### config.mk
export PLATFORM = sky130hd
export DESIGN_NAME = fg_burst_gen_flat
export DESIGN_NICKNAME = d
export VERILOG_FILES = /design/src/rtl/fg_burst_gen_if.sv /design/src/rtl/fg_burst_gen.sv /design/src/flat_wrapper.sv
export SDC_FILE = /design/constraint.sdc
export NUM_CORES = 1
export LEC_CHECK = 0
export ABC_AREA = 1
export CORE_MARGIN = 2
export CORE_UTILIZATION = 56
export CTS_CLUSTER_SIZE = 30
export DETAILED_ROUTE_END_ITERATION = 8
export HOLD_SLACK_MARGIN = 0.1
export PLACE_DENSITY = 0.84
export SYNTH_ARGS = -nofsm -noshare
export SYNTH_HDL_FRONTEND = slang
export SYNTH_SLANG_ARGS = --single-unit
### constraint.sdc
create_clock -name clk -period 7.3 [get_ports clk]
set_input_delay 0.73 -clock clk [delete_from_list [all_inputs] [get_ports clk]]
set_output_delay 0.73 -clock clk [all_outputs]
set_load 0.03 [all_outputs]
### src/rtl/fg_burst_gen_if.sv
// Descriptor input and AXI-stream output bundle for fg_burst_gen.
// master is the generator's view; slave is the view of whoever feeds descriptors and sinks the stream.
interface fg_burst_gen_if #(
  parameter int DEST_WIDTH = 8
);
  logic                  input_bd_valid;
  logic                  input_bd_ready;
  logic [DEST_WIDTH-1:0] input_bd_dest;
  logic [31:0]           input_bd_burst_len;
  logic [7:0]            output_axis_tdata;
  logic                  output_axis_tvalid;
  logic                  output_axis_tready;
  logic                  output_axis_tlast;
  logic [DEST_WIDTH-1:0] output_axis_tdest;

  modport master (
    input  input_bd_valid, input_bd_dest, input_bd_burst_len, output_axis_tready,
    output input_bd_ready, output_axis_tdata, output_axis_tvalid, output_axis_tlast,
    output_axis_tdest
  );

  modport slave (
    output input_bd_valid, input_bd_dest, input_bd_burst_len, output_axis_tready,
    input  input_bd_ready, output_axis_tdata, output_axis_tvalid, output_axis_tlast,
    output_axis_tdest
  );
endinterface

### src/rtl/fg_burst_gen.sv
// Burst generator: turns (dest, length) descriptors into byte frames of at most MAX_FRAME_LEN bytes.
// Define FG_BURST_GEN_SEQ_EN to replace the first byte of each frame with an 8-bit frame sequence number.
module fg_burst_gen #(
  parameter int DEST_WIDTH    = 8,
  parameter int MAX_FRAME_LEN = 1500
) (
  input  logic                 clk,
  input  logic                 rst,
  fg_burst_gen_if.master       bus,
  output logic                 busy,
  output logic [31:0]          frame_count,
  output logic [31:0]          byte_count
);
  localparam int         FRW       = $clog2(MAX_FRAME_LEN + 1);
  localparam logic [0:0] IDLE      = 1'b0;
  localparam logic [0:0] BURST     = 1'b1;
  localparam logic [31:0] MAX_LEN32 = 32'(MAX_FRAME_LEN);

  logic [0:0]            state_q, state_d;
  logic [DEST_WIDTH-1:0] dest_q, dest_d;
  logic [31:0]           burstRem_q, burstRem_d;
  logic [FRW-1:0]        frameRem_q, frameRem_d;
  logic [7:0]            offset_q, offset_d;
  logic [31:0]           frameCount_q, frameCount_d;
  logic [31:0]           byteCount_q, byteCount_d;
`ifdef FG_BURST_GEN_SEQ_EN
  logic [7:0]            seq_q, seq_d;
  logic                  firstBeat_q, firstBeat_d;
`endif

  function automatic logic [FRW-1:0] frameLen(input logic [31:0] remaining);
    return (remaining < MAX_LEN32) ? FRW'(remaining) : FRW'(MAX_FRAME_LEN);
  endfunction

  logic beatLast;
  assign beatLast = (frameRem_q == FRW'(1));

  always_comb begin
    state_d      = state_q;
    dest_d       = dest_q;
    burstRem_d   = burstRem_q;
    frameRem_d   = frameRem_q;
    offset_d     = offset_q;
    frameCount_d = frameCount_q;
    byteCount_d  = byteCount_q;
`ifdef FG_BURST_GEN_SEQ_EN
    seq_d        = seq_q;
    firstBeat_d  = firstBeat_q;
`endif
    case (state_q)
      IDLE: begin
        // Zero-length descriptors are simply swallowed without leaving IDLE.
        if (bus.input_bd_valid && (bus.input_bd_burst_len != 32'd0)) begin
          state_d    = BURST;
          dest_d     = bus.input_bd_dest;
          burstRem_d = bus.input_bd_burst_len;
          frameRem_d = frameLen(bus.input_bd_burst_len);
          offset_d   = 8'd0;
`ifdef FG_BURST_GEN_SEQ_EN
          firstBeat_d = 1'b1;
`endif
        end
      end
      default: begin
        if (bus.output_axis_tready) begin
          offset_d    = offset_q + 8'd1;
          byteCount_d = byteCount_q + 32'd1;
          burstRem_d  = burstRem_q - 32'd1;
          frameRem_d  = frameRem_q - FRW'(1);
`ifdef FG_BURST_GEN_SEQ_EN
          firstBeat_d = 1'b0;
`endif
          if (beatLast) begin
            frameCount_d = frameCount_q + 32'd1;
            frameRem_d   = frameLen(burstRem_q - 32'd1);
`ifdef FG_BURST_GEN_SEQ_EN
            seq_d       = seq_q + 8'd1;
            firstBeat_d = 1'b1;
`endif
          end
          if (burstRem_q == 32'd1) begin
            state_d = IDLE;
          end
        end
      end
    endcase
  end

  always_ff @(posedge clk or posedge rst) begin
    if (rst) begin
      state_q      <= IDLE;
      dest_q       <= '0;
      burstRem_q   <= '0;
      frameRem_q   <= '0;
      offset_q     <= '0;
      frameCount_q <= '0;
      byteCount_q  <= '0;
`ifdef FG_BURST_GEN_SEQ_EN
      seq_q        <= '0;
      firstBeat_q  <= 1'b0;
`endif
    end else begin
      state_q      <= state_d;
      dest_q       <= dest_d;
      burstRem_q   <= burstRem_d;
      frameRem_q   <= frameRem_d;
      offset_q     <= offset_d;
      frameCount_q <= frameCount_d;
      byteCount_q  <= byteCount_d;
`ifdef FG_BURST_GEN_SEQ_EN
      seq_q        <= seq_d;
      firstBeat_q  <= firstBeat_d;
`endif
    end
  end

  assign bus.input_bd_ready     = (state_q == IDLE);
  assign bus.output_axis_tvalid = (state_q == BURST);
  assign bus.output_axis_tlast  = (state_q == BURST) && beatLast;
  assign bus.output_axis_tdest  = dest_q;
`ifdef FG_BURST_GEN_SEQ_EN
  assign bus.output_axis_tdata  = firstBeat_q ? seq_q : offset_q;
`else
  assign bus.output_axis_tdata  = offset_q;
`endif
  assign busy        = (state_q == BURST);
  assign frame_count = frameCount_q;
  assign byte_count  = byteCount_q;
endmodule

### src/flat_wrapper.sv
// flat-port wrapper written by rule: the top's interface ports become plain ports
module fg_burst_gen_flat 
#(
  parameter int DEST_WIDTH    = 8,
  parameter int MAX_FRAME_LEN = 1500
)
  (clk, rst, busy, frame_count, byte_count, bus_input_bd_valid, bus_input_bd_dest, bus_input_bd_burst_len, bus_output_axis_tready, bus_input_bd_ready, bus_output_axis_tdata, bus_output_axis_tvalid, bus_output_axis_tlast, bus_output_axis_tdest);
  fg_burst_gen_if #(.DEST_WIDTH(DEST_WIDTH)) bus_i ();
  input  logic clk;
  input  logic rst;
  output logic busy;
  output logic [31:0] frame_count;
  output logic [31:0] byte_count;
  input wire logic [$bits(bus_i.input_bd_valid)-1:0] bus_input_bd_valid;
  input wire logic [$bits(bus_i.input_bd_dest)-1:0] bus_input_bd_dest;
  input wire logic [$bits(bus_i.input_bd_burst_len)-1:0] bus_input_bd_burst_len;
  input wire logic [$bits(bus_i.output_axis_tready)-1:0] bus_output_axis_tready;
  output wire logic [$bits(bus_i.input_bd_ready)-1:0] bus_input_bd_ready;
  output wire logic [$bits(bus_i.output_axis_tdata)-1:0] bus_output_axis_tdata;
  output wire logic [$bits(bus_i.output_axis_tvalid)-1:0] bus_output_axis_tvalid;
  output wire logic [$bits(bus_i.output_axis_tlast)-1:0] bus_output_axis_tlast;
  output wire logic [$bits(bus_i.output_axis_tdest)-1:0] bus_output_axis_tdest;
  assign bus_i.input_bd_valid = bus_input_bd_valid;
  assign bus_i.input_bd_dest = bus_input_bd_dest;
  assign bus_i.input_bd_burst_len = bus_input_bd_burst_len;
  assign bus_i.output_axis_tready = bus_output_axis_tready;
  assign bus_input_bd_ready = bus_i.input_bd_ready;
  assign bus_output_axis_tdata = bus_i.output_axis_tdata;
  assign bus_output_axis_tvalid = bus_i.output_axis_tvalid;
  assign bus_output_axis_tlast = bus_i.output_axis_tlast;
  assign bus_output_axis_tdest = bus_i.output_axis_tdest;
  fg_burst_gen #(.DEST_WIDTH(DEST_WIDTH), .MAX_FRAME_LEN(MAX_FRAME_LEN)) u_core (.clk(clk), .rst(rst), .bus(bus_i), .busy(busy), .frame_count(frame_count), .byte_count(byte_count));
endmodule
* After elaboration in Yosys (flattened, before gate mapping)
Index checks and enable logic that the tools add are counted.
** Cells by class
- Add/sub/neg operators :: 5
- Magnitude comparators :: 2
- Equality and inequality tests :: 3
- Muxes and demuxes :: 16
- Bitwise logic cells :: 1
- Reductions and logical operators :: 8
** Operators with widths (count)
- $mux W32 :: 3
- $mux W11 :: 6
- $add A32 B1 Y32 const B :: 2
- $lt A32 B11 Y1 const B :: 2
- $eq A32 B1 Y1 const B :: 1
- $reduce_bool A32 Y1 :: 1
- $sub A32 B1 Y32 const B :: 1
- $mux W8 :: 3
- $eq A11 B1 Y1 const B :: 1
- $sub A11 B1 Y11 const B :: 1
- $add A8 B1 Y8 const B :: 1
- $reduce_and A2 Y1 :: 3
- $mux W1 :: 4
- $reduce_and A3 Y1 :: 1
- $logic_and A1 B1 Y1 :: 2
- $ne A2 B2 Y1 const B :: 1
- $reduce_bool A2 Y1 :: 1
- $not A1 Y1 :: 1
** Storage, ports and cells
- Register bits after elaboration :: 124
- Input bits :: 44
- Output and inout bits :: 84

* Logic depth before layout (Yosys ltp)
Gate-level depths: netlist of run 1.
- Depth after elaboration :: 6
- Gate-level depth with buffers :: 18
- Gate-level depth less buffers :: 18

* Least setup slack after synthesis of run 1
Ideal clock, no wire load.
- Path kind :: flip-flop to output port
- Start point :: reg u_core.state_q (netlist: u_core.bus.output_axis_tvalid)
- End point :: out bus_input_bd_ready
- Arrival time :: 1544 ps
- Data required time :: 6570 ps
- Setup slack :: 5026 ps
- Stages on the path, launching flop included :: 5
- Cell sequence :: dfrtp_1 > buf_2 > inv_1 > clkbuf_1 > clkbuf_1
** Between the ends
- Word-level cells in the longest chain between the ends :: 1
** RTL lines
- start: declaration :: line fg_burst_gen.sv:19 : logic [0:0] state_q, state_d;
- start signal: assignment :: line fg_burst_gen.sv:103 : state_q <= state_d;
- $not A1 Y1 :: line fg_burst_gen.sv:117 : assign bus.input_bd_ready = (state_q == IDLE);
- end: declaration :: line flat_wrapper.sv:18 : output wire logic [$bits(bus_i.input_bd_ready)-1:0] bus_input_bd_ready;
No other way between the ends.

* Final worst setup path of run 1
- Start point :: reg u_core.state_q (netlist: u_core.bus.output_axis_tvalid)
- End point :: reg u_core.offset_q[6] (netlist: u_core.bus.output_axis_tdata[6])
** Between the ends
- Word-level cells in the longest chain between the ends :: 2
- Elaborated cells on any way between the ends :: 4
** RTL lines
- $ne A2 B2 Y1 (no line) / $reduce_bool A2 Y1 (equally long branches)
- $reduce_and A2 Y1 (no line)
- end signal: assignment :: line fg_burst_gen.sv:107 : offset_q <= offset_d;
- end: declaration :: line fg_burst_gen.sv:23 : logic [7:0] offset_q, offset_d;
Parallel ways exist; a longest one is shown, timed or not.
A chain may end at the register's enable or synchronous reset.

==> results of run 1 <==
==> power by group through the flow <==
stage                     clock, mW  combinational (mW)  sequential, mW
final                         0.943               0.936           0.985
after CTS                     0.946               0.931           0.979
after global routing          0.976                1.04            1.00
after global placement            0               0.908           0.986
after detailed placement          0               0.923           0.985
after floorplan                   0               0.573            1.04
==> cell usage after synthesis <==
| library cell | number | area share (%) |
|---|---|---|
| sky130_fd_sc_hd__a21oi_2 | 4 | 0.47 |
| sky130_fd_sc_hd__or2_2 | 3 | 0.25 |
| sky130_fd_sc_hd__nand4_2 | 4 | 0.67 |
| sky130_fd_sc_hd__buf_2 | 2 | 0.13 |
| sky130_fd_sc_hd__ha_1 | 7 | 1.2 |
| sky130_fd_sc_hd__a22oi_1 | 9 | 0.91 |
| sky130_fd_sc_hd__nor3_1 | 21 | 1.4 |
| sky130_fd_sc_hd__clkinv_1 | 5 | 0.25 |
| sky130_fd_sc_hd__nor2_4 | 8 | 1.2 |
| sky130_fd_sc_hd__o21a_1 | 1 | 0.10 |
| sky130_fd_sc_hd__nor2_1 | 141 | 7.1 |
| sky130_fd_sc_hd__inv_2 | 3 | 0.15 |
| sky130_fd_sc_hd__a21oi_1 | 24 | 1.6 |
| sky130_fd_sc_hd__o31ai_1 | 1 | 0.10 |
| sky130_fd_sc_hd__nor2_2 | 15 | 1.3 |
| sky130_fd_sc_hd__nand4_4 | 1 | 0.29 |
| sky130_fd_sc_hd__nor3_2 | 2 | 0.27 |
| sky130_fd_sc_hd__dfrtp_1 | 124 | 42 |
| sky130_fd_sc_hd__and2_1 | 1 | 0.084 |
| sky130_fd_sc_hd__xnor2_1 | 26 | 3.1 |
| sky130_fd_sc_hd__o22ai_1 | 7 | 0.59 |
| sky130_fd_sc_hd__xor2_1 | 50 | 5.9 |
| sky130_fd_sc_hd__buf_1 | 1 | 0.050 |
| sky130_fd_sc_hd__clkbuf_1 | 18 | 0.91 |
| sky130_fd_sc_hd__buf_4 | 2 | 0.20 |
| sky130_fd_sc_hd__nand2_1 | 244 | 12 |
| sky130_fd_sc_hd__nand2_2 | 7 | 0.59 |
| sky130_fd_sc_hd__nand2_4 | 2 | 0.30 |
| sky130_fd_sc_hd__nand4_1 | 18 | 1.5 |
| sky130_fd_sc_hd__nand3_1 | 46 | 3.1 |
| sky130_fd_sc_hd__inv_1 | 110 | 5.6 |
| sky130_fd_sc_hd__a21o_1 | 1 | 0.10 |
| sky130_fd_sc_hd__or2_1 | 1 | 0.084 |
| sky130_fd_sc_hd__o211ai_1 | 8 | 0.81 |
| sky130_fd_sc_hd__nor4_4 | 1 | 0.29 |
| sky130_fd_sc_hd__nand3b_1 | 2 | 0.20 |
| sky130_fd_sc_hd__o21ai_1 | 7 | 0.47 |
| sky130_fd_sc_hd__o21ai_0 | 58 | 3.9 |
| sky130_fd_sc_hd__nor4_1 | 7 | 0.59 |
| sky130_fd_sc_hd__nor4_2 | 1 | 0.17 |
==> area by class of cell <==
cell class | count | area (um2)
Clock buffer | 17 | 425
Clock inverter | 15 | 225
Fill cell | 987 | 3580
Inverter | 118 | 445
Multi-Input combinational cell | 728 | 3790
Sequential cell | 124 | 3100
Tap cell | 176 | 220
Timing Repair Buffer | 131 | 1300
==> registers in the layout, indices dropped and copies added, names as in the netlist <==
| register | cells |
|---|---|
| u_core.bus.output_axis_tdest | 8 |
| u_core.bus.output_axis_tdata | 8 |
| u_core.byte_count | 32 |
| u_core.frame_count | 32 |
| u_core.burstRem_q | 32 |
| u_core.bus.output_axis_tvalid | 1 |
| u_core.frameRem_q | 11 |
==> kinds of logic (layout without fill, tap and decap cells) <==
kind of cell	count (synthesis)	in the layout	share of synthesized area, %
buffers and inverters	141	281	7.26
adders and majority gates	7	7	1.18
xor gates and xnor gates	76	76	8.96
AOI/OAI and AO/OA	120	120	9.08
and+or+nand+nor	525	525	31.8
DFF	124	124	41.8
==> worst reg2reg max path: stages, from the launching register on <==
cell	delay, ns
sky130_fd_sc_hd__dfrtp_1	0.36
sky130_fd_sc_hd__buf_4	0.28
sky130_fd_sc_hd__inv_1	0.10
sky130_fd_sc_hd__buf_4	0.35
sky130_fd_sc_hd__nand3_1	0.68
sky130_fd_sc_hd__nand2_2	0.27
sky130_fd_sc_hd__buf_4	0.53
sky130_fd_sc_hd__nand2_1	0.12
sky130_fd_sc_hd__nor2_1	0.18
sky130_fd_sc_hd__nand2_1	0.10
sky130_fd_sc_hd__a21oi_1	0.14
sky130_fd_sc_hd__o21a_1	0.13
==> per-stage QoR <==
stage,power (mW),instances
after floorplan,1.61,993
after global placement,1.89,1277
after detailed placement,1.91,1277
after CTS,2.85,1309
after global routing,3.02,1309
final,2.86,1309
==> layer usage <==
layer  vias to the layer above  track usage [%]
li1                       3444                -
met1                      3383             39.2
met2                       281             47.9
met3                        45             6.56
met4                         0             10.6
met5                         -                0
==> worst paths after layout <==
| path | start | end | slack, ns |
|---|---|---|---|
| worst min-delay path | u_core.frame_count[31]$_DFFE_PP0P_ | u_core.frame_count[31]$_DFFE_PP0P_ | 0.47 |
| min in group asynchronous | rst | u_core.frame_count[18]$_DFFE_PP0P_ | 0.80 |
| worst max-delay path | u_core.bus.output_axis_tvalid$_DFF_PP0_ | u_core.bus.output_axis_tdata[6]$_DFFE_PP0P_ | 4.01 |
| worst min register to register | u_core.frame_count[31]$_DFFE_PP0P_ | u_core.frame_count[31]$_DFFE_PP0P_ | 0.47 |
| max in group asynchronous | rst | u_core.frameRem_q[10]$_DFFE_PP0P_ | 5.19 |
| worst max register to register | u_core.bus.output_axis_tvalid$_DFF_PP0_ | u_core.bus.output_axis_tdata[6]$_DFFE_PP0P_ | 4.01 |
==> results.md, run 1 <==
- The flow ran to the end, and the final reports show no timing, DRC or antenna violations.
- Of the total power, the share spent switching nets is between 30% and 40%.
- On the final layout, the worst hold slack is 0.473 ns.
- The Yosys step of the flow raised 0 warnings.
- Input and output buffers added on the ports amount to roughly 130.
- The critical path depth in cells is 11.
- The final-report hold violation count is 0.
- In this run, flip-flops and latches consume about a third of the power.
- Measured along the x axis, the die boundary spans roughly 120 um.
- For the worst-skew pair, the clock arrives at the later sink with an insertion delay of 0.43 ns.
- The length of the first detailed-routing pass in iterations is 7.
- The count of vias placed by the detailed router is between 7000 and 8000.
- Leaving out fill and tap cells, the most frequent cell in the layout is sky130_fd_sc_hd__nand2_1.
- In the final routed layout, each cell accounts on average for about 16 um.
- Wire segments on met3 add up to 1460 um in the final route.
- The synthesized netlist net count is around 1000.
- The signal on the critical path passes through buf_4 > inv_1 > buf_4 > nand3_1 > nand2_2 > buf_4 > nand2_1 > nor2_1 > nand2_1 > a21oi_1 > o21a_1.
- Per report_power, the combinational group accounts for about 33% of the total.
- Once placement finished, the instance area stood at 8860 um2.
- The total met2 wirelength after detailed routing is between 9000 and 10000 um.
- By startpoint and endpoint, the worst setup path is classified as reg2reg.
- The post-route cell area is 9510 um2.
- Adding up every negative setup slack in the final design gives 0 ns.
- The summed instance area of the synthesized netlist is around 7400 um2.
- The number of hold buffers added after CTS was 0.
- In this run, the clock network consumes 32.9% of the power.
- The HPWL after detailed placement is 14300 um.
- The worst-case IR drop observed on VDD is between 0.2 and 0.25 mV.
- The depth of the worst register-to-register path is 11.
- Along the worst hold path, the cell count comes to 1.
- The number of gates resized after CTS is 0.
- Prior to clock tree synthesis, the placed netlist has a worst setup slack of approximately 3.6 ns.
- Routability-driven placement finished with a final weighted congestion of 0.923.
- The setup violation total in the final timing report is 0.
- The post-layout net count is about 1200.
- After global routing the overflow that remains totals 0.
- The count of mapped cells out of synthesis is ~990.
- The placeable core region is about 13000 um2.
- Dividing the detail-routed via count by the number of cells gives 5.46.
- The biggest fanout along the worst timing path is 64.
- The per-instance average area after synthesis is around 7.5 um2.
- The met1 wire length is between 8000 and 9000 um.
- The area added between synthesis and finish is 28.0%.
- The number of antenna violations at the first check in global routing is 0.
- The power density over the cells is ~300 nW/um2.
- For this run, the register share of the synthesized area comes to about two fifths.
- Clock skew on the completed layout was measured at approximately 0.0067 ns.
- The data required time at the worst endpoint is 7.68 ns.
- The share of the core filled with cells is ~73%.
- The root buffer cell chosen for the clock tree is sky130_fd_sc_hd__clkbuf_16.
- Headroom to the max-slew limit came out at a little over a third.
- Row generation in the floorplan step produced 42 rows.
- The number of clock buffers inserted by TritonCTS is 17.
- The max-capacitance violation count is 0.
- The first global-routing pass estimated between 30000 and 40000 um of wire.
- 0 antenna diodes ended up in the layout.
- The starting density of the core is 56.8%.
- The total internal power is 1.75 mW.
- Wires add up to approximately 20000 um.
- The number of buffers and inverters on the critical path is 4.
- The floorplan die height is ~120 um.
- At the pin with the least slew margin, the transition time is ~0.96 ns.
- The clock period minus worst slack is around 3.3 ns.
- The maximum number of pins on one net before global-route repair is 70.
- The clock tree synthesis step divided the H-tree into 4 levels.
- The post-CTS repair timing setup buffer count is 0.
- The total count of max-transition violations in the final report is 0.
- In this run, synthesis produced a sequential element count of ~120.
- The endpoint kind of the worst setup timing path is a flip-flop.
- The maximum operating frequency is approximately 300 MHz.
- The number of DRC markers in iteration 0 is 721.
- The maximum clock path buffer count is 2.
- The TritonCTS clock tree is yes.
- The final cycle utilization of the critical path is a little under half.
- The kind of cell with the highest combined delay on the critical path is simple AND/OR/NAND/NOR gates.
- The worst hold path class is reg2reg.
- Counting every sink on the clock net gives about 120.
- The via count of the first global-routing pass is 6836.
- The most numerous cell type found on the critical path is sky130_fd_sc_hd__buf_4.
- The floorplan step defined a die boundary enclosing ~14000 um2.
- The synthesized netlist contains 40 unique library cells.
- In the global route stage, overall resource usage came out at 29.6%.
- In the routed design, unresolved DRC markers number 0.
- The master of the slowest instance on the critical path is sky130_fd_sc_hd__nand3_1.
- The worst setup path is launched from a flip-flop.
- After clock tree synthesis, the clock-pin slew on the worst setup and hold paths is approximately 0.060 ns.
- For this design the total switching power over the nets is 1.12 mW.
- The data arrival time of the critical path is roughly 3.7 ns.
- The count of nets left with antenna violations once routing finished came out at 0.
- The delay contributed by the slowest stage of the critical path is between 0.6 and 0.7 ns.
- The setup slack after layout is 4.01 ns.
- The fraction of final layout cells sized beyond drive strength 1 is under 10%.
- Setup repair after global routing left no endpoint under its margin.
- The detailed router used layers up to and including met4.
- The total I/O pin count is ~130.
- Leaving out fill and tap cells, the most frequent cells in the layout are 243 x sky130_fd_sc_hd__nand2_1, 141 x sky130_fd_sc_hd__nor2_1, 127 x sky130_fd_sc_hd__clkdlybuf4s50_1, 124 x sky130_fd_sc_hd__dfrtp_1, 109 x sky130_fd_sc_hd__inv_1.
- Summed over all cells, the static leakage comes to ~4.5 nW.
Note: power is estimated with default switching activity, not from simulation.
==> inputs of run 2 (changes only) <==
Settings changed: CORE_UTILIZATION 56 to 54, PLACE_DENSITY 0.84 to 0.81.
Clock period 7.3 ns to 3.1 ns, I/O delays scaled along.
==> run 2 against run 1 <==
Final area up 0.61%. Non-clock buffer count increased by 7. Count of clock-buffer cells in the layout rose by 1. Worst hold slack worse by 0.057 ns. Die area is 3.6% higher. Wire length rose by 1.5%. Sequential power up 140%. Largest cell class unchanged. Register-to-register slack lost 3.6 ns. Total power is 140% higher. Critical path depth grew 4. Highest routed layer unchanged. Sequential cell count unchanged.
==> results.md, run 2 (synthesis results as in run 1) <==
- The length of the first detailed-routing pass in iterations is 6 (-1).
- The TritonCTS clock tree is yes.
- The count of buffers inserted at the top-level ports is 127 (unchanged).
- The floorplan die height is 121 um (+1.8%).
- The number of buffers inserted for hold repair after clock tree synthesis is 0 (unchanged).
- After detailed routing, no signal wire sits above met4.
- The total design power is 6.75 mW (+140%).
- The via count of the first global-routing pass is 6994 (+2.3%).
- The category of the most critical setup path is reg2reg.
- The post-layout net count came to 1178 (+0.60%).
- The number of antenna violations at the first check in global routing was 0 (unchanged).
- The starting density of the core is 55.7% (-1.1 points).
- The most common cell after layout, fill and taps aside is sky130_fd_sc_hd__nand2_1.
- The met1 wire length is 8990 um (+3.4%).
- The total met2 wirelength after detailed routing came to 9540 um (-1.7%).
- The run finished with clean final reports.
- The number of cells after detailed placement is 1284 (+0.55%).
- The leakage power figure is 4.50 nW (+0.68%).
- The post-layout instance count excluding filler cells is 1316 (+0.53%).
- The detailed-routed wire length on met3 came to 1440 um (-1.1%).
- The power density over the cells is 706 nW/um2 (+130%).
- The number of DRC markers in iteration 0 is 722 (+0.14%).
- The relative slew slack is 53.2% (+18 points).
- The max-capacitance violation count is 0 (unchanged).
- The root buffer selected by CTS is sky130_fd_sc_hd__clkbuf_16.
- The number of gates resized after CTS is 0 (unchanged).
- The number of clock buffers inserted by TritonCTS is 17 (unchanged).
- Setup repair after global routing left no endpoint under its margin.
- The final-report hold violation count was 0 (unchanged).
- The clock input transition at the sequential cells of the worst setup and hold paths is 0.06 ns (about the same).
- The total I/O pin count came to 128 (unchanged).
- The fill cell instance count of the final layout was 1074 (+8.8%).
- The setup TNS is 0 ns (unchanged).
- The post-detailed-route count of antenna-violating nets is 0 (unchanged).
- The post-CTS repair timing setup buffer count is 0 (unchanged).
- The die width is 121 um (+1.8%).
- In this run the critical register-to-register path is launched from u_core.burstRem_q[0]$_DFFE_PP0P_.
- The sum of overflow across all layers after global routing is 0 (unchanged).
- The setup violation total in the final timing report was 0 (unchanged).
- The maximum number of pins on one net before global-route repair was 125 (+79%).
- The final worst clock skew was 0.00978 ns (+0.00310 ns).
- The final weighted congestion in routability-driven placement is 0.940 (+1.8%).
- The maximum level of the CTS H-tree is 4 (unchanged).
- The average detailed-routed wire length per instance is 15.7 um (+0.92%).
- The tightest min-delay check is of the in2async type.
- The post-detailed-placement half-perimeter wirelength is 14700 um (+2.9%).
- The final wirelength is 20600 um (+1.5%).
- The clock latency on the worst-skew pair came to 0.43 ns (about the same).
- The endpoint of the worst-slack reg-to-reg timing path is u_core.frameRem_q[10]$_DFFE_PP0P_.
- The maximum clock path buffer count is 2 (unchanged).
- The worst setup slack for register-to-register paths is 0.39 ns (-3.61 ns).
- The fraction of final layout cells sized beyond drive strength 1 is 8.42% (+0.57 points).
- The depth of the worst register-to-register path was 15 (+4).
- The final cycle utilization of the critical path is 87.3% (+42 points).
- The placeable core region came to 13300 um2 (+2.0%).
- The worst-case setup slack after placement is 0.290 ns (-3.36 ns).
- The DRC violation count after routing is 0 (unchanged).
- The global-route wire length before repair is 34000 um (+1.9%).
- The count of vias placed by the detailed router is 7143 (-0.14%).
- The standard-cell row count is 42 (unchanged).
- The data required time at the worst endpoint was 3.41 ns (-4.27 ns).
- The clock period minus worst slack is 2.71 ns (-0.585 ns).
- The total count of max-transition violations in the final report is 0 (unchanged).
- The area added between synthesis and finish is 28.8%.
- The setup slack after layout is 0.394 ns (-3.61 ns).
- The via-per-instance ratio was 5.43 (-0.67%).
- The maximum VDD drop was 0.616 mV (+190%).
- In the layout the commonest cells are 243 x sky130_fd_sc_hd__nand2_1, 141 x sky130_fd_sc_hd__nor2_1, 126 x sky130_fd_sc_hd__clkdlybuf4s50_1, 124 x sky130_fd_sc_hd__dfrtp_1, 109 x sky130_fd_sc_hd__inv_1.
- The count of antenna diodes in the layout is 0 (unchanged).
- The data arrival time of the critical path is 3.01 ns (-0.66 ns).
- The biggest fanout along the worst timing path is 7 (-89%).
- The global-route total usage across every layer is 29.5% (-0.068 points).
- The maximum operating frequency was 369 MHz (+22%).
- The total number of clock tree sinks came to 124 (unchanged).
- The overall die area is 14700 um2 (+3.6%).
- The smallest hold slack came to 0.417 ns (-0.0567 ns).
- The slew of the pin with the lowest slew margin came to 0.701 ns (-0.257 ns).
- The element type at the critical path start is a flip-flop.
- The endpoint kind of the worst setup timing path is a flip-flop.
run 2: cell count changes in the layout (fill, tap and decap cells not counted), sizes merged, moves of 2 or more:
cell      previous run  this run
buf                  4        12
clkinv               7         9
clkinvlp             1         3
inv                121       115
run 2: routing by layer:
metal	up-vias	track usage, %
li1	3447	-
met1	3325	39.4
met2	311	46.1
met3	60	6.20
met4	0	13.5
met5	-	0
run 2: per-stage QoR:
stage	util [%]	area [um2]
floorplan	-	7430
global placement	66.8	8920
detailed placement	66.8	8920
CTS	71.7	9570
global route	71.7	9570
finish	71.7	9570
run 2: how the worst max path moves through the flow:
| stage | depth (start not counted) | slack (ns) | from | to |
|---|---|---|---|---|
| after CTS | 15 | 0.51 | u_core.burstRem_q[0]$_DFFE_PP0P_ | u_core.frameRem_q[10]$_DFFE_PP0P_ |
| final | 15 | 0.39 | u_core.burstRem_q[0]$_DFFE_PP0P_ | u_core.frameRem_q[10]$_DFFE_PP0P_ |
| after global routing | 15 | 0.27 | u_core.burstRem_q[0]$_DFFE_PP0P_ | u_core.frameRem_q[10]$_DFFE_PP0P_ |
| after floorplan | 11 | 0.96 | u_core.bus.output_axis_tvalid$_DFF_PP0_ | u_core.byte_count[31]$_DFFE_PP0P_ |
| after detailed placement | 11 | 0.29 | bus_output_axis_tready | u_core.byte_count[30]$_DFFE_PP0P_ |
| after global placement | 11 | 0.42 | bus_output_axis_tready | u_core.byte_count[30]$_DFFE_PP0P_ |
run 2: layout make-up:
type | count | area, um2 | share of cell area [%]
multi-input combinational | 728 | 3790 | 39.6
sequential | 124 | 3100 | 32.4
timing repair buffer | 138 | 1360 | 14.3
inverter | 118 | 447 | 4.67
clock buffer | 18 | 429 | 4.49
tap | 176 | 220 | 2.30
clock inverter | 14 | 215 | 2.25
run 2: power by group:
group / leakage (nW) / total (mW) / internal [mW] / switching, mW
Combinational: 2.64 / 2.23 / 0.816 / 1.41
Clock: 0.311 / 2.20 / 1.43 / 0.776
Sequential: 1.54 / 2.32 / 1.94 / 0.384
run 2: critical path: stages (launching register included):
cell	delay, ns
sky130_fd_sc_hd__dfrtp_1	0.43
sky130_fd_sc_hd__inv_1	0.19
sky130_fd_sc_hd__ha_1	0.32
sky130_fd_sc_hd__nand2_4	0.11
sky130_fd_sc_hd__inv_2	0.10
sky130_fd_sc_hd__nand2_1	0.14
sky130_fd_sc_hd__nor2_1	0.17
sky130_fd_sc_hd__nor2_1	0.05
sky130_fd_sc_hd__nor2_1	0.15
sky130_fd_sc_hd__nand2_1	0.07
sky130_fd_sc_hd__nor2_1	0.13
sky130_fd_sc_hd__nand2_1	0.13
sky130_fd_sc_hd__nor2_4	0.22
sky130_fd_sc_hd__nand2_2	0.13
sky130_fd_sc_hd__o21ai_1	0.17
sky130_fd_sc_hd__a21oi_1	0.08
==> inputs of run 3 (changes only) <==
Settings changed: CORE_UTILIZATION 54 to 56, DONT_BUFFER_PORTS set to 1, PLACE_DENSITY 0.81 to 0.71.
==> run 3 against run 2 <==
Register-to-register slack better by 0.19 ns. Clock power down 5%. Die area down 3.4%. Critical path depth down 2. Setup slack better by 0.19 ns. Worst hold slack worse by 0.31 ns. Sequential power up 11%. Critical path type unchanged. Highest routed layer unchanged.
==> results.md, run 3 (synthesis results as in run 1) <==
- The worst setup path is launched from a flip-flop.
- The post-detailed-placement half-perimeter wirelength came to 13900 um (-5.9%).
- The DRC violation count after routing came to 0 (unchanged).
- The max-capacitance violation count is 0 (unchanged).
- The count of buffers inserted at the top-level ports came to 0 (-100%).
- The count of vias placed by the detailed router is 6564 (-8.1%).
- The data arrival time of the critical path is 2.82 ns (-0.19 ns).
- The clock input transition at the sequential cells of the worst setup and hold paths is 0.06 ns (about the same).
- The number of DRC markers in iteration 0 is 523 (-28%).
- The number of cells after detailed placement is 1155 (-10%).
- The maximum level of the CTS H-tree is 4 (unchanged).
- The standard-cell row count is 42 (unchanged).
- The overall die area is 14200 um2 (-3.4%).
- The starting density of the core came to 56.8% (+1.1 points).
- The post-detailed-route count of antenna-violating nets is 0 (unchanged).
- The floorplan die height is 119 um (-1.7%).
- The switching fraction of total power is 39.8% (+1.8 points).
- The part of the total power dissipated in the clock network came to 32.6% (about the same).
- The setup TNS is 0 ns (unchanged).
- The leakage power figure is 4.06 nW (-9.7%).
- The category of the most critical setup path is reg2reg.
- The count of antenna diodes in the layout is 0 (unchanged).
- The post-layout instance count excluding filler cells is 1202 (-8.7%).
- The final weighted congestion in routability-driven placement is 0.964 (+2.6%).
- The length of the first detailed-routing pass in iterations was 5 (-1).
- The fraction of final layout cells sized beyond drive strength 1 came to 9.16% (+0.74 points).
- The most common cell after layout, fill and taps aside is sky130_fd_sc_hd__nand2_1.
- The final wirelength is 19600 um (-4.9%).
- The final cycle utilization of the critical path is 81.1% (-6.2 points).
- The global-route wire length before repair is 32400 um (-4.8%).
- The data required time at the worst endpoint is 3.40 ns (about the same).
- The sum of overflow across all layers after global routing is 0 (unchanged).
- The library cells used most frequently in the layout, excluding fill and tap cells, are 243 x sky130_fd_sc_hd__nand2_1, 141 x sky130_fd_sc_hd__nor2_1, 123 x sky130_fd_sc_hd__dfrtp_1, 109 x sky130_fd_sc_hd__inv_1, 58 x sky130_fd_sc_hd__o21ai_0.
- The total count of max-transition violations in the final report is 0 (unchanged).
- The via count of the first global-routing pass is 6523 (-6.7%).
- The post-place instance area came to 7640 um2 (-14%).
- The worst hold path belongs to the class in2reg.
- The post-layout net count is 1064 (-9.7%).
- The maximum clock path buffer count is 2 (unchanged).
- The power density over the cells is 760 nW/um2 (+7.6%).
- The slew of the pin with the lowest slew margin is 0.748 ns (+0.0463 ns).
- The post-CTS repair timing setup buffer count is 0 (unchanged).
- The final-report hold violation count is 0 (unchanged).
- The number of clock buffers inserted by TritonCTS is 17 (unchanged).
- The area added between synthesis and finish is 13.2%.
- TritonCTS built the clock tree.
- In this run the clock root is driven by a sky130_fd_sc_hd__clkbuf_16.
- The clock latency on the worst-skew pair was 0.43 ns (about the same).
- The share of the core filled with cells is 64.3% (-7.4 points).
- The global-route total usage across every layer is 28.9% (-0.66 points).
- The post-route cell area came to 8410 um2 (-12%).
- Setup repair after global routing left no endpoint under its margin.
- The relative slew slack is 50.0% (-3.2 points).
- The share of power burned in combinational logic was 27.2% (-5.8 points).
- The clock period minus worst slack is 2.51 ns (-0.193 ns).
- The worst setup path is captured at a flip-flop.
- The total I/O pin count is 128 (unchanged).
- The number of antenna violations at the first check in global routing is 0 (unchanged).
- The final worst clock skew came to 0.0110 ns (+0.00120 ns).
- The placeable core region is 13100 um2 (-2.0%).
- The total net switching power is 2.54 mW (-1.0%).
- The via-per-instance ratio is 5.46 (+0.61%).
- The maximum number of pins on one net before global-route repair is 66 (-47%).
- The total number of clock tree sinks is 124 (unchanged).
- The average detailed-routed wire length per instance was 16.3 um (+4.1%).
- The maximum VDD drop is 0.416 mV (-32%).
- The biggest fanout along the worst timing path is 7 (unchanged).
- The total internal power came to 3.84 mW (-8.1%).
- The maximum operating frequency was 398 MHz (+7.7%).
- The flow ran to the end, and the final reports show no timing, DRC or antenna violations.
- The setup violation total in the final timing report was 0 (unchanged).
- The die width is 119 um (-1.7%).
- The sequential cell fraction of total power is 40.2% (+5.8 points).
-- run 3: worst max-delay path, cell delays in order (launching register included) --
cell and delay (ns):
sky130_fd_sc_hd__dfrtp_1 0.41, sky130_fd_sc_hd__inv_1 0.18, sky130_fd_sc_hd__ha_1 0.31, sky130_fd_sc_hd__nand2_4 0.11
sky130_fd_sc_hd__nor2_4 0.20, sky130_fd_sc_hd__nand3_1 0.14, sky130_fd_sc_hd__xor2_1 0.21, sky130_fd_sc_hd__nand2_1 0.10
sky130_fd_sc_hd__nor2_1 0.11, sky130_fd_sc_hd__nand2_1 0.09, sky130_fd_sc_hd__nor2_4 0.18, sky130_fd_sc_hd__nand2_2 0.13
sky130_fd_sc_hd__o21ai_1 0.15, sky130_fd_sc_hd__a21oi_1 0.08
-- run 3: repair_timing --
| action | 4_1_cts | 5_1_grt |
|---|---|---|
| endpoints found under the setup margin | 0 | 0 |
| endpoints found under the hold margin | 45 | 0 |
| hold buffers | 15 | 0 |
| resized for setup | 0 | 0 |
-- run 3: layout make-up --
| cell class | instances | area, um2 |
|---|---|---|
| clock buffer | 20 | 457 |
| clock inverter | 12 | 163 |
| fill | 1132 | 4680 |
| inverter | 118 | 447 |
| multi-input combinational | 728 | 3790 |
| sequential | 124 | 3100 |
| tap | 176 | 220 |
| timing repair buffer | 24 | 230 |
-- run 3: power groups by stage --
stage	registers (mW)	logic (mW)	clock network, mW
after floorplan	2.45	1.35	0
after global placement	2.58	1.66	0
after detailed placement	2.58	1.69	0
after CTS	2.56	1.72	2.10
after global routing	2.62	1.98	2.16
final	2.57	1.73	2.08
-- run 3: final timing paths --
| path | from | endpoint | slack (ns) | cells after the start |
|---|---|---|---|---|
| max reg2reg | u_core.burstRem_q[0]$_DFFE_PP0P_ | u_core.frameRem_q[2]$_DFFE_PP0P_ | 0.59 | 13 |
| min | bus_input_bd_burst_len[31] | u_core.burstRem_q[31]$_DFFE_PP0P_ | 0.11 | 2 |
| max | u_core.burstRem_q[0]$_DFFE_PP0P_ | u_core.frameRem_q[2]$_DFFE_PP0P_ | 0.59 | 13 |
| min in group asynchronous | rst | u_core.frame_count[16]$_DFFE_PP0P_ | 0.49 | 2 |
| max in group asynchronous | rst | u_core.byte_count[26]$_DFFE_PP0P_ | 1.74 | 3 |
| min reg2reg | u_core.frameRem_q[10]$_DFFE_PP0P_ | u_core.frameRem_q[10]$_DFFE_PP0P_ | 0.58 | 2 |
-- run 3: through the flow --
| stage | worst slack [ns] | total power, mW | hold slack [ns] |
|---|---|---|---|
| after global routing | 0.330 | 6.76 | 0.106 |
| after global placement | 0.674 | 4.25 | 0.332 |
| after CTS | 0.597 | 6.38 | 0.104 |
| final | 0.587 | 6.39 | 0.110 |
| after detailed placement | 0.637 | 4.26 | 0.343 |
| after floorplan | 0.964 | 3.80 | 0.420 |
-- run 3: per-layer routing --
layer | vias to the layer above | share of wire, % | global-route usage, %
met3 | 35 | 7.3 | 7.76
met2 | 229 | 46 | 45.4
met5 | - | 0 | 0
met1 | 3082 | 44 | 38.2
li1 | 3218 | - | -
met4 | 0 | 2.4 | 11.1
==> edit (settings of run 3) <==
Put one more register stage on the output `byte_count`, with the module's reset. The value now appears one clock later. The other outputs are not delayed to match.
--- a/src/rtl/fg_burst_gen.sv
+++ b/src/rtl/fg_burst_gen.sv
@@ -126,5 +126,11 @@
   assign busy        = (state_q == BURST);
   assign frame_count = frameCount_q;
-  assign byte_count  = byteCount_q;
+  always_ff @(posedge clk or posedge rst) begin
+    if (rst) begin
+      byte_count <= '0;
+    end else begin
+      byte_count <= byteCount_q;
+    end
+  end
 endmodule
 
Formal check against the unedited RTL: not equivalent (Yosys sat finds a counterexample within 4 cycles, from zero or initial values and one cycle with rst high).
==> edit against run 3 <==
Register-to-register slack lost 40 ps; count of clock-buffer cells in the layout shrank 3; area after synthesis grew 10%; critical path depth shrank 8; cell count grew 3.5%; first-iteration DRC count shrank 5.2%; cell area grew 9.3%; sequential cell count grew 32; fmax shrank 2.2%; sequential power grew 5%; wire length grew 2.7%; via count grew 3.7%; setup slack lost 57 ps; power shrank 10%; largest power group unchanged.
==> edit: results (changes against run 3) <==
----------------------------------------------------
[Outcome]
  Run status ... finished, final reports clean (unchanged)

[Final layout]
  Number of inserted diodes ... 0 (unchanged)
  Share of post-route cells with drive strength above 1 ... 8.302% (was 9.162%)
  Net count of the finished layout ... 1098 (was 1064)
  Fillers ... 1260 (was 1132)

[Timing]
  Worst slew margin relative to its limit ... 47.13% (was 50.05%)
  Maximum clock skew at final layout ... 14.50 ps (was 10.98 ps)
  Count of final hold-check violations ... 0 (unchanged)

[Clock network]
  Clock insertion delay at the later pin of the skew report ... roughly 440 ps
  Total of cells resized after clock tree synthesis ... 0 (unchanged)
  Clock root buffer ... sky130_fd_sc_hd__clkbuf_16 (unchanged)
  CTS HTree Levels ... 4 (unchanged)
  CTS buffer count ... 17 (unchanged)
  Post-CTS clock slew at the launch and capture registers of the worst setup and hold paths ... 70 ps
  Clock Path Buffers ... 2 (unchanged)

[Power and ir drop]
  Switching power ... 1.975 mW (was 2.545 mW)
  Reg power frac ... 47.0% (was 40.2%)
  Max VDD drop ... 583.5 uV (was 416.2 uV)
  Reported leakage power ... 4.488 nW (was 4.059 nW)
  Clock network power ... around 2.1 mW
  Sw frac ... 34.39% (was 39.84%)

[Global route]
  Gr usage total ... 27.10% (was 28.85%)
  First-pass GRT wire length ... 33.88 mm (was 32.35 mm)
  Number of global-route vias before repair ... 6702 (was 6523)
  Maximum number of pins on one net before global-route repair ... 58 (was 66)
  Initial antenna violation count ... 0 (unchanged)

[Routing]
  Via density ... 5.471 (was 5.461)
  Number of detailed-route iterations in the first pass ... 5 (unchanged)
  DR iter-0 viols ... 496 (was 523)
  Routed length per placed instance ... 16.20 um (was 16.32 um)

[Synthesis]
  Distinct cell type count of the synthesized netlist ... 37 (was 40)
  Seq/Total Area, Yosys ... 47.66% (was 41.77%)
  Largest cells by area after synthesis ... sky130_fd_sc_hd__dfrtp_1 (48%), sky130_fd_sc_hd__nand2_1 (11%), sky130_fd_sc_hd__nor2_1 (7.0%) (was sky130_fd_sc_hd__dfrtp_1 (42%), sky130_fd_sc_hd__nand2_1 (12%), sky130_fd_sc_hd__nor2_1 (7.1%))
  Number of nets produced by synthesis ... 1075 (was 1044)
  Commonest cells in the synthesized netlist ... sky130_fd_sc_hd__nand2_1 (245), sky130_fd_sc_hd__dfrtp_1 (156), sky130_fd_sc_hd__nor2_1 (152) (was sky130_fd_sc_hd__nand2_1 (244), sky130_fd_sc_hd__nor2_1 (141), sky130_fd_sc_hd__dfrtp_1 (124))
  Proportion of synthesized flip-flops having asynchronous set or reset ... 100.0% (unchanged)
  Yosys synthesis warning count ... 0 (unchanged)
  Dominant register cell in the synthesized netlist ... sky130_fd_sc_hd__dfrtp_1 (unchanged)

[Setup path]
  Critical-path maximum fanout ... 39 (was 7)
  Crit path DAT ... 2260 ps (was 2820 ps)

[Placed design]
  GPL Wtd Cong ... 0.9320 (was 0.9640)
  Detailed placement HPWL ... 14.28 mm (was 13.85 mm)

[Hold path]
  Path category of the worst min-delay check ... in2reg (unchanged)

----------------------------------------------------
-- edit: cell types whose count changed after synthesis, sizes merged, moves of 4 or more --
cell	run 3	this run
nor4	9	4
nor2	164	170
nand4	23	17
a21oi	28	32
dfrtp	124	156
inv	113	103
xor2	50	54
nand3	46	62
o211ai	8	3
-- edit: routing by layer --
layer,track usage (%),wire length [um]
met5,0,0
met4,8.431,383
met3,7.018,1341
met2,41.98,9375
met1,37.93,9046
-- edit: what timing repair did --
action / 4_1_cts / 5_1_grt
hold buffers: 15 / 0
setup buffers: 0 / 0
hold endpoints to repair: 44 / 0
endpoints found under the setup margin: 0 / 0
-- edit: final timing paths --
check / from / end / slack (ps) / cells past startpoint
min in group asynchronous: rst / u_core.byte_count[25]$_DFF_PP0_ / 500 / 2
max in group asynchronous: rst / u_core.frame_count[0]$_DFFE_PP0P_ / 1820 / 3
max: u_core.bus.output_axis_tvalid$_DFF_PP0_ / bus_output_axis_tlast / 530 / 5
max reg2reg: u_core.frame_count[0]$_DFFE_PP0P_ / u_core.frame_count[28]$_DFFE_PP0P_ / 550 / 13
min: bus_input_bd_burst_len[18] / u_core.burstRem_q[18]$_DFFE_PP0P_ / 110 / 4
min reg2reg: u_core.byteCount_q[2]$_DFFE_PP0P_ / u_core.byte_count[2]$_DFF_PP0_ / 410 / 0
-- edit: layout make-up --
cell class | instances | area share [%]
Multi-Input combinational cell | 742 | 41.42
Timing Repair Buffer | 25 | 2.722
Inverter | 105 | 4.356
Sequential cell | 156 | 42.48
Clock inverter | 15 | 1.892
Clock buffer | 17 | 4.628
Tap cell | 184 | 2.504
-- edit: cells by family (layout without fill, tap and decap cells) --
logic type	count (synthesis)	in the layout	share of synthesized area [%]
xor gates and xnor gates	78	78	8.433
AOI/OAI and AO/OA	117	117	7.745
buffers and inverters	126	162	5.882
and+or+nand+nor	540	540	29.21
adders and majority gates	7	7	1.069
DFF	156	156	47.66
-- edit: worst max-delay path, stage by stage, from the launching register on --
cell and delay, ps:
sky130_fd_sc_hd__dfrtp_2 570, sky130_fd_sc_hd__buf_4 430, sky130_fd_sc_hd__inv_1 110, sky130_fd_sc_hd__buf_4 310, sky130_fd_sc_hd__nor2_1 200, sky130_fd_sc_hd__buf_4 190
-- edit: metrics by stage --
stage	worst slack [ps]	instances	instance area (um^2)	utilization (%)
3_5_place_dp	554.9	1197	8443	58.54
3_3_place_gp	616.0	1197	8443	58.54
2_1_floorplan	817.1	1024	8194	-
5_1_grt	268.6	1244	9193	63.73
6_report	530.1	1244	9193	63.73
4_1_cts	524.1	1244	9193	63.73
